--- config.mk ---
export PLATFORM = sky130hd
export DESIGN_NAME = sa_request_gen_flat
export DESIGN_NICKNAME = d
export VERILOG_FILES = /design/src/rtl/sa_request_gen_if.sv /design/src/rtl/sa_request_gen.sv /design/src/flat_wrapper.sv
export SDC_FILE = /design/constraint.sdc
export NUM_CORES = 1
export LEC_CHECK = 0
export ABC_AREA = 1
export ABC_CLOCK_PERIOD_IN_PS = 2300
export CORE_ASPECT_RATIO = 1.4
export CORE_MARGIN = 2
export CORE_UTILIZATION = 50
export CTS_BUF_LIST = sky130_fd_sc_hd__clkbuf_16
export CTS_CLUSTER_SIZE = 8
export DETAILED_ROUTE_END_ITERATION = 8
export HOLD_SLACK_MARGIN = 0.06
export PLACE_DENSITY = 0.78
export SLEW_MARGIN = 15
export SYNTH_ARGS = -nofsm -noshare
export SYNTH_HDL_FRONTEND = slang
export SYNTH_SLANG_ARGS = --single-unit
--- constraint.sdc ---
create_clock -name clk -period 2.3 [get_ports clk]
set_input_delay 0.575 -clock clk [delete_from_list [all_inputs] [get_ports clk]]
set_output_delay 0.575 -clock clk [all_outputs]
set_load 0.1 [all_outputs]
--- src/rtl/sa_request_gen_if.sv ---
// Request/grant, VC buffer and crossbar signals between one input port's
// requester and the switch allocator / VC buffers / crossbar around it.
interface sa_request_gen_if #(
  parameter int NUM_PORTS = 4,
  parameter int NUM_VCS   = 4
);
  localparam int PW = $clog2(NUM_PORTS);

  logic [NUM_VCS-1:0]          vc_valid;
  logic [NUM_VCS-1:0][PW-1:0]  vc_out_port;
  logic [NUM_PORTS-1:0]        port_grant;
  logic [NUM_PORTS-1:0]        credit_return;
  logic [NUM_PORTS-1:0]        port_request;
  logic [NUM_VCS-1:0]          vc_dequeue;
  logic                        xbar_valid;
  logic [PW-1:0]               xbar_out_port;
  logic                        protocol_error;

  modport master (
    input  vc_valid, vc_out_port, port_grant, credit_return,
    output port_request, vc_dequeue, xbar_valid, xbar_out_port, protocol_error
  );

  modport slave (
    output vc_valid, vc_out_port, port_grant, credit_return,
    input  port_request, vc_dequeue, xbar_valid, xbar_out_port, protocol_error
  );
endinterface

--- src/rtl/sa_request_gen.sv ---
// Per-input-port switch-allocator requester: round-robin VC pick, one-hot
// output request, dequeue/crossbar pulse on grant, per-output credit tracking.
module sa_request_gen #(
  parameter int NUM_PORTS    = 4,
  parameter int NUM_VCS      = 4,
  parameter int CREDIT_DEPTH = 4
) (
  input  logic              clk,
  input  logic              reset,
  sa_request_gen_if.master  bus
);
  localparam int PW = $clog2(NUM_PORTS);
  localparam int CW = $clog2(CREDIT_DEPTH + 1);
  localparam int VW = $clog2(NUM_VCS);
  localparam logic [CW-1:0] CREDIT_MAX = CW'(CREDIT_DEPTH);

  typedef enum logic [1:0] {IDLE, REQ, DEQ} state_t;

  state_t          state;
  logic [VW-1:0]   rr;
  logic [VW-1:0]   sel_vc;
  logic [PW-1:0]   sel_port;
  logic [CW-1:0]   credit [NUM_PORTS];

  logic            cand_found;
  logic [VW-1:0]   cand_vc;
  logic [VW-1:0]   vi;
  logic            grant_accept;
  logic            grant_spurious;
  logic [NUM_PORTS-1:0] dec_vec;
  logic            credit_overflow;

  function automatic logic [NUM_PORTS-1:0] port_onehot(input logic [PW-1:0] p);
    port_onehot    = '0;
    port_onehot[p] = 1'b1;
  endfunction

  function automatic logic [NUM_VCS-1:0] vc_onehot(input logic [VW-1:0] v);
    vc_onehot    = '0;
    vc_onehot[v] = 1'b1;
  endfunction

  // First eligible VC searching upward from rr, wrapping.
  // NOTE: every combinational output gets a default before the loop so no latch is inferred.
  always_comb begin
    cand_found = 1'b0;
    cand_vc    = '0;
    vi         = '0;
    for (int i = 0; i < NUM_VCS; i++) begin
      vi = VW'((int'(rr) + i) % NUM_VCS);
      if (!cand_found && bus.vc_valid[vi] && credit[bus.vc_out_port[vi]] != '0) begin
        cand_found = 1'b1;
        cand_vc    = vi;
      end
    end
  end

  // In REQ the registered request is exactly onehot(sel_port), so a matching
  // grant identifies the port whose credit is consumed.
  assign grant_accept   = (state == REQ) && (bus.port_grant == bus.port_request);
  assign grant_spurious = (bus.port_grant != '0) &&
                          ((state != REQ) || (bus.port_grant != bus.port_request));
  assign dec_vec        = grant_accept ? bus.port_request : '0;

  always_comb begin
    credit_overflow = 1'b0;
    for (int p = 0; p < NUM_PORTS; p++) begin
      if (bus.credit_return[p] && !dec_vec[p] && credit[p] == CREDIT_MAX)
        credit_overflow = 1'b1;
    end
  end

  // NOTE: the credit counters are architectural state, so unlike a data RAM they must be reset.
  always_ff @(posedge clk or posedge reset) begin
    if (reset) begin
      for (int p = 0; p < NUM_PORTS; p++) credit[p] <= CREDIT_MAX;
    end else begin
      for (int p = 0; p < NUM_PORTS; p++) begin
        case ({dec_vec[p], bus.credit_return[p]})
          2'b10:   credit[p] <= credit[p] - CW'(1);
          2'b01:   if (credit[p] != CREDIT_MAX) credit[p] <= credit[p] + CW'(1);
          default: ;
        endcase
      end
    end
  end

  // NOTE: sequential state uses non-blocking assignments so every register samples pre-edge values.
  always_ff @(posedge clk or posedge reset) begin
    if (reset) begin
      state              <= IDLE;
      rr                 <= '0;
      sel_vc             <= '0;
      sel_port           <= '0;
      bus.port_request   <= '0;
      bus.vc_dequeue     <= '0;
      bus.xbar_valid     <= 1'b0;
      bus.xbar_out_port  <= '0;
      bus.protocol_error <= 1'b0;
    end else begin
      if (grant_spurious || credit_overflow) bus.protocol_error <= 1'b1;

      case (state)
        IDLE: begin
          if (cand_found) begin
            sel_vc           <= cand_vc;
            sel_port         <= bus.vc_out_port[cand_vc];
            bus.port_request <= port_onehot(bus.vc_out_port[cand_vc]);
            state            <= REQ;
          end
        end

        REQ: begin
          if (grant_accept) begin
            bus.port_request  <= '0;
            bus.vc_dequeue    <= vc_onehot(sel_vc);
            bus.xbar_valid    <= 1'b1;
            bus.xbar_out_port <= sel_port;
            rr                <= VW'((int'(sel_vc) + 1) % NUM_VCS);
            state             <= DEQ;
          end else if (!bus.vc_valid[sel_vc]) begin
            // Flit withdrawn: abandon without moving the pointer.
            bus.port_request <= '0;
            state            <= IDLE;
          end
        end

        DEQ: begin
          bus.vc_dequeue    <= '0;
          bus.xbar_valid    <= 1'b0;
          bus.xbar_out_port <= '0;
          state             <= IDLE;
        end

        default: state <= IDLE;
      endcase
    end
  end
endmodule

--- src/flat_wrapper.sv ---
// flat-port wrapper written by rule: the top's interface ports become plain ports
module sa_request_gen_flat 
#(
  parameter int NUM_PORTS    = 4,
  parameter int NUM_VCS      = 4,
  parameter int CREDIT_DEPTH = 4
)
  (clk, reset, bus_vc_valid, bus_vc_out_port, bus_port_grant, bus_credit_return, bus_port_request, bus_vc_dequeue, bus_xbar_valid, bus_xbar_out_port, bus_protocol_error);
  sa_request_gen_if #(.NUM_PORTS(NUM_PORTS), .NUM_VCS(NUM_VCS)) bus_i ();
  input  logic clk;
  input  logic reset;
  input wire logic [$bits(bus_i.vc_valid)-1:0] bus_vc_valid;
  input wire logic [$bits(bus_i.vc_out_port)-1:0] bus_vc_out_port;
  input wire logic [$bits(bus_i.port_grant)-1:0] bus_port_grant;
  input wire logic [$bits(bus_i.credit_return)-1:0] bus_credit_return;
  output wire logic [$bits(bus_i.port_request)-1:0] bus_port_request;
  output wire logic [$bits(bus_i.vc_dequeue)-1:0] bus_vc_dequeue;
  output wire logic [$bits(bus_i.xbar_valid)-1:0] bus_xbar_valid;
  output wire logic [$bits(bus_i.xbar_out_port)-1:0] bus_xbar_out_port;
  output wire logic [$bits(bus_i.protocol_error)-1:0] bus_protocol_error;
  assign bus_i.vc_valid = bus_vc_valid;
  assign bus_i.vc_out_port = bus_vc_out_port;
  assign bus_i.port_grant = bus_port_grant;
  assign bus_i.credit_return = bus_credit_return;
  assign bus_port_request = bus_i.port_request;
  assign bus_vc_dequeue = bus_i.vc_dequeue;
  assign bus_xbar_valid = bus_i.xbar_valid;
  assign bus_xbar_out_port = bus_i.xbar_out_port;
  assign bus_protocol_error = bus_i.protocol_error;
  sa_request_gen #(.NUM_PORTS(NUM_PORTS), .NUM_VCS(NUM_VCS), .CREDIT_DEPTH(CREDIT_DEPTH)) u_core (.clk(clk), .reset(reset), .bus(bus_i));
endmodule
Yosys cells after proc, flatten, opt, wreduce, memory -nomap -nowiden

Index checks and enable logic that the tools add are counted.

Flip-flop bits (word level): 32
Input bits: 22
Logic and storage cells: 190

$add $sub $neg: 12
Order comparisons: 13
Eq/ne operators: 28
Muxes and demuxes: 71
Bitwise logic cells: 4
Reduce and logical (&&, ||, !) cells: 49

Operator list:

| cell                                                                   | count |
|---|---|
| 3-bit 2-to-1 mux                                                       | 12 |
| 2-bit 2-to-1 mux                                                       | 13 |
| 3-bit binary-select mux with 2-bit select                              | 4 |
| 3-bit case mux with 2 select lines                                     | 4 |
| 2-bit by 3-bit < comparator with 1-bit output (second input constant)  | 7 |
| 2-bit binary-select mux with 2-bit select                              | 5 |
| 4-bit 2-to-1 mux                                                       | 5 |
| 1-bit logical AND                                                      | 19 |
| 1-bit 2-to-1 mux                                                       | 16 |
| 4-bit case mux with 2 select lines                                     | 2 |
| 2-bit AND reduction                                                    | 8 |
| 2-bit by 1-bit != test with 1-bit output (second input constant)       | 7 |
| 3-bit by 1-bit adder with 3-bit output (second input constant)         | 4 |
| 3-bit equality test (second input constant)                            | 4 |
| 3-bit greater-or-equal comparator (second input constant)              | 4 |
| 3-bit != test (second input constant)                                  | 4 |
| 2-bit NOT with 3-bit output                                            | 4 |
| 2-bit nonzero test                                                     | 6 |
| 3-bit nonzero test                                                     | 4 |
| 3-bit by 1-bit subtractor with 3-bit output (second input constant)    | 4 |
| 1-bit binary-select mux with 2-bit select                              | 5 |
| 2-bit by 1-bit equality test with 1-bit output (second input constant) | 5 |
| 2-bit equality test (second input constant)                            | 5 |
| 2-bit case mux with 2 select lines                                     | 2 |
| 13 further kinds                                                       | 24 |

Logic depth before layout (Yosys ltp)

Depth after elaboration: 29
Depth in mapped cells: 20
Mapped depth without buffers: 19

Worst setup path before layout

OpenSTA, ideal clock, no wires.

Path kind: reg-to-reg
Start point: reg u_core.bus.port_request[3]
End point: reg u_core.credit[5] (netlist bit)
Setup time: 0.075 ns
Arrival time: 2.852 ns
Required time: 2.225 ns
Path slack: -0.627 ns
Cell stages (with the launch flop): 12
Period minus slack after synthesis: 2.927 ns
Cell sequence: dfrtp_1 inv_1 o21ai_0 nor3_1 and3_1 buf_2 a21boi_0 inv_1 fa_1 or2_2 nand3_1 xor2_1

Longest elaborated chain between the ends: 6
Elaborated cells between the ends (all ways): 9
Classes of those cells: eq/ne (4); mux (2); reduce/logical (3)

Ends and longest elaborated chain:

| what                                                                                                   | RTL line                | RTL |
|---|---|---|
| from (decl)                                                                                            | sa_request_gen_if.sv:21 | `output port_request, vc_dequeue, xbar_valid, xbar_out_port, protocol_error` |
| from (signal assigned)                                                                                 | sa_request_gen.sv:108   | `bus.port_request <= port_onehot(bus.vc_out_port[cand_vc]);` |
| 4-bit equality test (*)                                                                                | sa_request_gen.sv:60    | `assign grant_accept = (state == REQ) && (bus.port_grant == bus.port_request);` |
| 1-bit logical AND (*)                                                                                  | sa_request_gen.sv:60    |  |
| 4-bit 2-to-1 mux (*)                                                                                   | sa_request_gen.sv:63    | `assign dec_vec = grant_accept ? bus.port_request : '0;` |
| 2-bit by 1-bit equality test with 1-bit output / 2-bit equality test (equally long branches)           | sa_request_gen.sv:79    | `case ({dec_vec[p], bus.credit_return[p]})` |
| 2-bit by 1-bit != test with 1-bit output (no source line) / 2-bit nonzero test (equally long branches) | --                      |  |
| 2-bit AND reduction (no source line)                                                                   | --                      |  |
| to (signal, indexed assignment)                                                                        | sa_request_gen.sv:80    | `2'b10: credit[p] <= credit[p] - CW'(1);` |
| to (decl)                                                                                              | sa_request_gen.sv:23    | `logic [CW-1:0] credit [NUM_PORTS];` |

Every way passes the cells marked *; elsewhere a longest branch is shown, timed or not.
A chain may end at the register's enable or synchronous reset.

Worst setup path after layout

Start point: reg u_core.rr[0]
End point: reg u_core.sel_vc[1]

Longest elaborated chain between the ends: 22
Elaborated cells between the ends (all ways): 58
Classes of those cells: add/sub (3); mux (36); bitwise (4); reduce/logical (15)

Ends and longest elaborated chain:

| what                                                 | RTL line              | RTL |
|---|---|---|
| from (decl)                                          | sa_request_gen.sv:20  | `logic [VW-1:0] rr;` |
| from (signal assigned)                               | sa_request_gen.sv:119 | `rr <= VW'((int'(sel_vc) + 1) % NUM_VCS);` |
| 2-bit binary-select mux with 2-bit select            | sa_request_gen.sv:51  | `if (!cand_found && bus.vc_valid[vi] && credit[bus.vc_out_port[vi]] != '0) begin` |
| 2-bit 2-to-1 mux (not written as such)               | sa_request_gen.sv:51  |  |
| 2-bit NOT with 3-bit output (not written as such)    | sa_request_gen.sv:51  |  |
| 3-bit binary-select mux with 2-bit select            | sa_request_gen.sv:51  |  |
| 3-bit 2-to-1 mux (not written as such) (2 in series) | sa_request_gen.sv:51  |  |
| 3-bit nonzero test                                   | sa_request_gen.sv:51  |  |
| 1-bit logical AND                                    | sa_request_gen.sv:51  |  |
| 1-bit 2-to-1 mux                                     | sa_request_gen.sv:51  |  |
| (+3 left out)                                        | --                    |  |
| 1-bit 2-to-1 mux                                     | sa_request_gen.sv:51  |  |
| 1-bit logical NOT                                    | sa_request_gen.sv:51  |  |
| 1-bit logical AND (2 in series)                      | sa_request_gen.sv:51  |  |
| 1-bit 2-to-1 mux                                     | sa_request_gen.sv:51  |  |
| 1-bit logical NOT                                    | sa_request_gen.sv:51  |  |
| 1-bit logical AND (2 in series)                      | sa_request_gen.sv:51  |  |
| 1-bit 2-to-1 mux                                     | sa_request_gen.sv:51  |  |
| 2-bit AND reduction (no source line)                 | --                    |  |
| to (signal assigned)                                 | sa_request_gen.sv:106 | `sel_vc <= cand_vc;` |
| to (decl)                                            | sa_request_gen.sv:21  | `logic [VW-1:0] sel_vc;` |

Several ways; a longest one is shown, not always the timed one. The select of a mux whose other input is x is not followed.

==> flow_summary.toml <==
[routing]
via_count = 3042
drc = 0
dr.pass1.iters = 5
routedWlPerCell_um = 18.1
ant_nets = 0
drt_wl_total_um = 9380
drt_iter0_drc = 304
viasPerCell = 5.86

[logic_synthesis]
ys_warn_count = 0
ys.flop_type = "dfrtp_1"
synth_area_leaders = "dfrtp_1 (27%), nand2_1 (17%), nand3_1 (9.2%), inv_1 (6.0%), o21ai_0 (4.3%)"
synthDistinctLibCells = 38
synth-async-reset-ratio = 1.00
synth_edf_count = 0
synth_area_per_cell_um2 = 7.06
synth_top_area_share = 0.274
syn_nets = 392
yosysTopAreaCell = "dfrtp_1"
synthesis.instances = 362
yosysMostFrequentCell = "nand2_1"
synth_common_cells = "nand2_1 (116), nand3_1 (47), inv_1 (41)"
synth_area_mm2 = 0.00256
ys_seq_elements = 32
ys_seq_area_frac = 0.315

[cts]
cts_tree = "done"
root_buffer = "clkbuf_16"
clk_latency_ns = 0.28
clkSinkCount = 32
clock_path_buffers = 2
cts_buffers = 5
htreeDepth = 2
path_clk_slew_ns = 0.06

[die]
die_area_mm2 = 0.00571
start_util = 0.524
ios = 34
core_area_mm2 = 0.00488
rows = 30
die_w_um = 64.4
die_h_um = 88.6

[global_route]
grt_max_degree = 33
grt_pass1_vias = 2755
grt_overflow = 0
grt_use_total = 0.270
grt_pass1_wl_um = 12000
antenna_found_initial = 0

[placed_design]
dpl-instance-area_mm2 = 0.00328
io_buffers = 33
place_congestion = 0.972
dp_hpwl_um = 5100
dpl.cell_count = 500

[run]
cap_violations = 0

[final_layout]
stdcell_count = 519
fill_cells = 289
antenna_cells = 0
drive_above_1_share = 0.464
nNetsFinal = 484
areaGrowthSynthToFinish_pct = 55.9
final_area_mm2 = 0.00399

[worst_setup_path]
worstSetupPathType = "flop to flop"
crit_required_ns = 2.44
arrival_ns = 2.58
path_cells = "inv_4 -> buf_6 -> nand2_2 -> nand3_2 -> nand2_2 -> nand2_1 -> nand3_1 -> nand2_2 -> nand2_4 -> inv_2 -> nand2_1 -> nand2_2 -> nand2_2 -> buf_4 -> nand3_4 -> buf_4 -> nand2_1 -> o21ai_0"
critPathMaxFanout = 7
slowest_stage = "dfrtp_2"
slowest_delay_ns = 0.52
r2r_slack_ns = -0.13
cp-end-kind = "flop"
cpMostUsedCell = "nand2_2"
cp-start-kind = "flop"

[sta]
final_hold_viol_count = 0
period_needed_ns = 2.43
relSlewSlack = 0.717
worst_slack_ns = -0.131
max_freq_ghz = 0.411
tightest_slew_ns = 0.425
clock_skew_ns = 0.00545
rsz0062_at_grt = "true"
tns_ns = -0.730
drv_slew = 0
finalSetupViolCount = 8
period_share = 1.06

[min_path]
hold_class = "flop to flop"

[run_status]
outcome = "finished with violations"
violations = "negative setup slack"
metal layers:
layer / GRT usage / share of wire / vias up
li1: - / - / 1363
met1: 0.307 / 0.37 / 1443
met2: 0.483 / 0.51 / 171
met3: 0.0433 / 0.055 / 65
met4: 0.149 / 0.065 / 0
met5: 0 / 0 / -
worst paths after layout:
| check | start | end | cells after the start |
|---|---|---|---|
| hold / removal | u_core.sel_port[1]$_DFFE_PP0P_ | u_core.sel_port[1]$_DFFE_PP0P_ | 2 |
| max in group asynchronous | reset | u_core.bus.port_request[1]$_DFFE_PP0P_ | 3 |
| hold reg to reg | u_core.sel_port[1]$_DFFE_PP0P_ | u_core.sel_port[1]$_DFFE_PP0P_ | 2 |
| min in group asynchronous | reset | u_core.bus.vc_dequeue[0]$_DFFE_PP0P_ | 3 |
| setup reg to reg | u_core.rr[0]$_DFFE_PP0P_ | u_core.sel_vc[1]$_DFFE_PP0P_ | 18 |
| setup / recovery | u_core.rr[0]$_DFFE_PP0P_ | u_core.sel_vc[1]$_DFFE_PP0P_ | 18 |
placed cells by master (no fill, tap or decap), types with 2 or more instances in the layout:
cell type	synthesis	routed
mux2_2	5	5
dlymetal6s2s_1	0	4
ha_1	4	4
clkbuf_16	0	7
o21ai_4	0	2
nor3_1	9	7
nand3_2	3	27
inv_1	41	34
nand3_1	47	21
buf_6	4	7
clkdlybuf4s50_1	0	6
fa_1	4	2
nor2_1	8	5
dfrtp_4	0	4
a21oi_1	7	4
o21ai_1	9	8
inv_2	3	9
nand4_1	3	3
dlygate4sd2_1	0	11
nand2_4	4	12
nand2_1	116	84
o21ai_2	2	11
a21oi_2	1	3
xor2_1	9	9
clkinv_1	0	2
nand2_2	10	34
nor2_2	1	3
nor3_2	0	2
fa_2	0	2
dfrtp_1	28	23
dfstp_2	4	4
o21ai_0	22	12
nand3_4	0	2
buf_4	0	62
metrics by stage:
stage                util  hold WS [ns]  setup slack, ns
floorplan               -         0.453           0.0372
global placement    0.673         0.489           -0.455
detailed placement  0.673         0.489           -0.487
CTS                 0.723         0.503          0.00528
global route        0.817         0.540           -0.239
finish              0.817         0.518           -0.131
layout make-up:
type	instances	area (um^2)	share of cell area
Clock buffer	5	125	0.0314
Sequential cell	32	822	0.206
Inverter	44	168	0.0421
Clock inverter	3	37.5	0.00942
Timing Repair Buffer	93	821	0.206
Tap cell	64	80.1	0.0201
Multi-Input combinational cell	278	1930	0.485
repair_timing:
action | CTS | global route
gates cloned | 0 | 5
buffers inserted | 2 | 4
gates resized for setup | 35 | 101
pin swaps | 13 | 43
hold buffers | 0 | 0
hold endpoints to repair | 0 | 0
endpoints found under the setup margin | 26 | 19
state kept, by name, indices dropped and copies added (netlist names):
signal	flops
u_core.state	2
u_core.bus.port_request	4
u_core.bus.xbar_valid	1
u_core.bus.xbar_out_port	2
u_core.sel_vc	2
u_core.credit	12
u_core.rr	2
u_core.sel_port	2
u_core.bus.vc_dequeue	4
u_core.bus.protocol_error	1
critical path: cells and delay by family (launching register included):
kind / cells / cell delay, ns
compound gates: 1 / 0.11
buf+inv: 5 / 0.59
flops: 1 / 0.52
simple gates: 12 / 1.07
cells by family after synthesis:
| kind of cell | share of synthesized area |
|---|---|
| fa+ha+maj | 0.0509 |
| compound gates | 0.104 |
| flops | 0.315 |
| simple gates | 0.377 |
| mux | 0.0259 |
| buf+inv | 0.0925 |
| xor+xnor | 0.0343 |
Power is not shown: default switching activity piles up to over one toggle a cycle in this logic, so the estimate is an artifact.
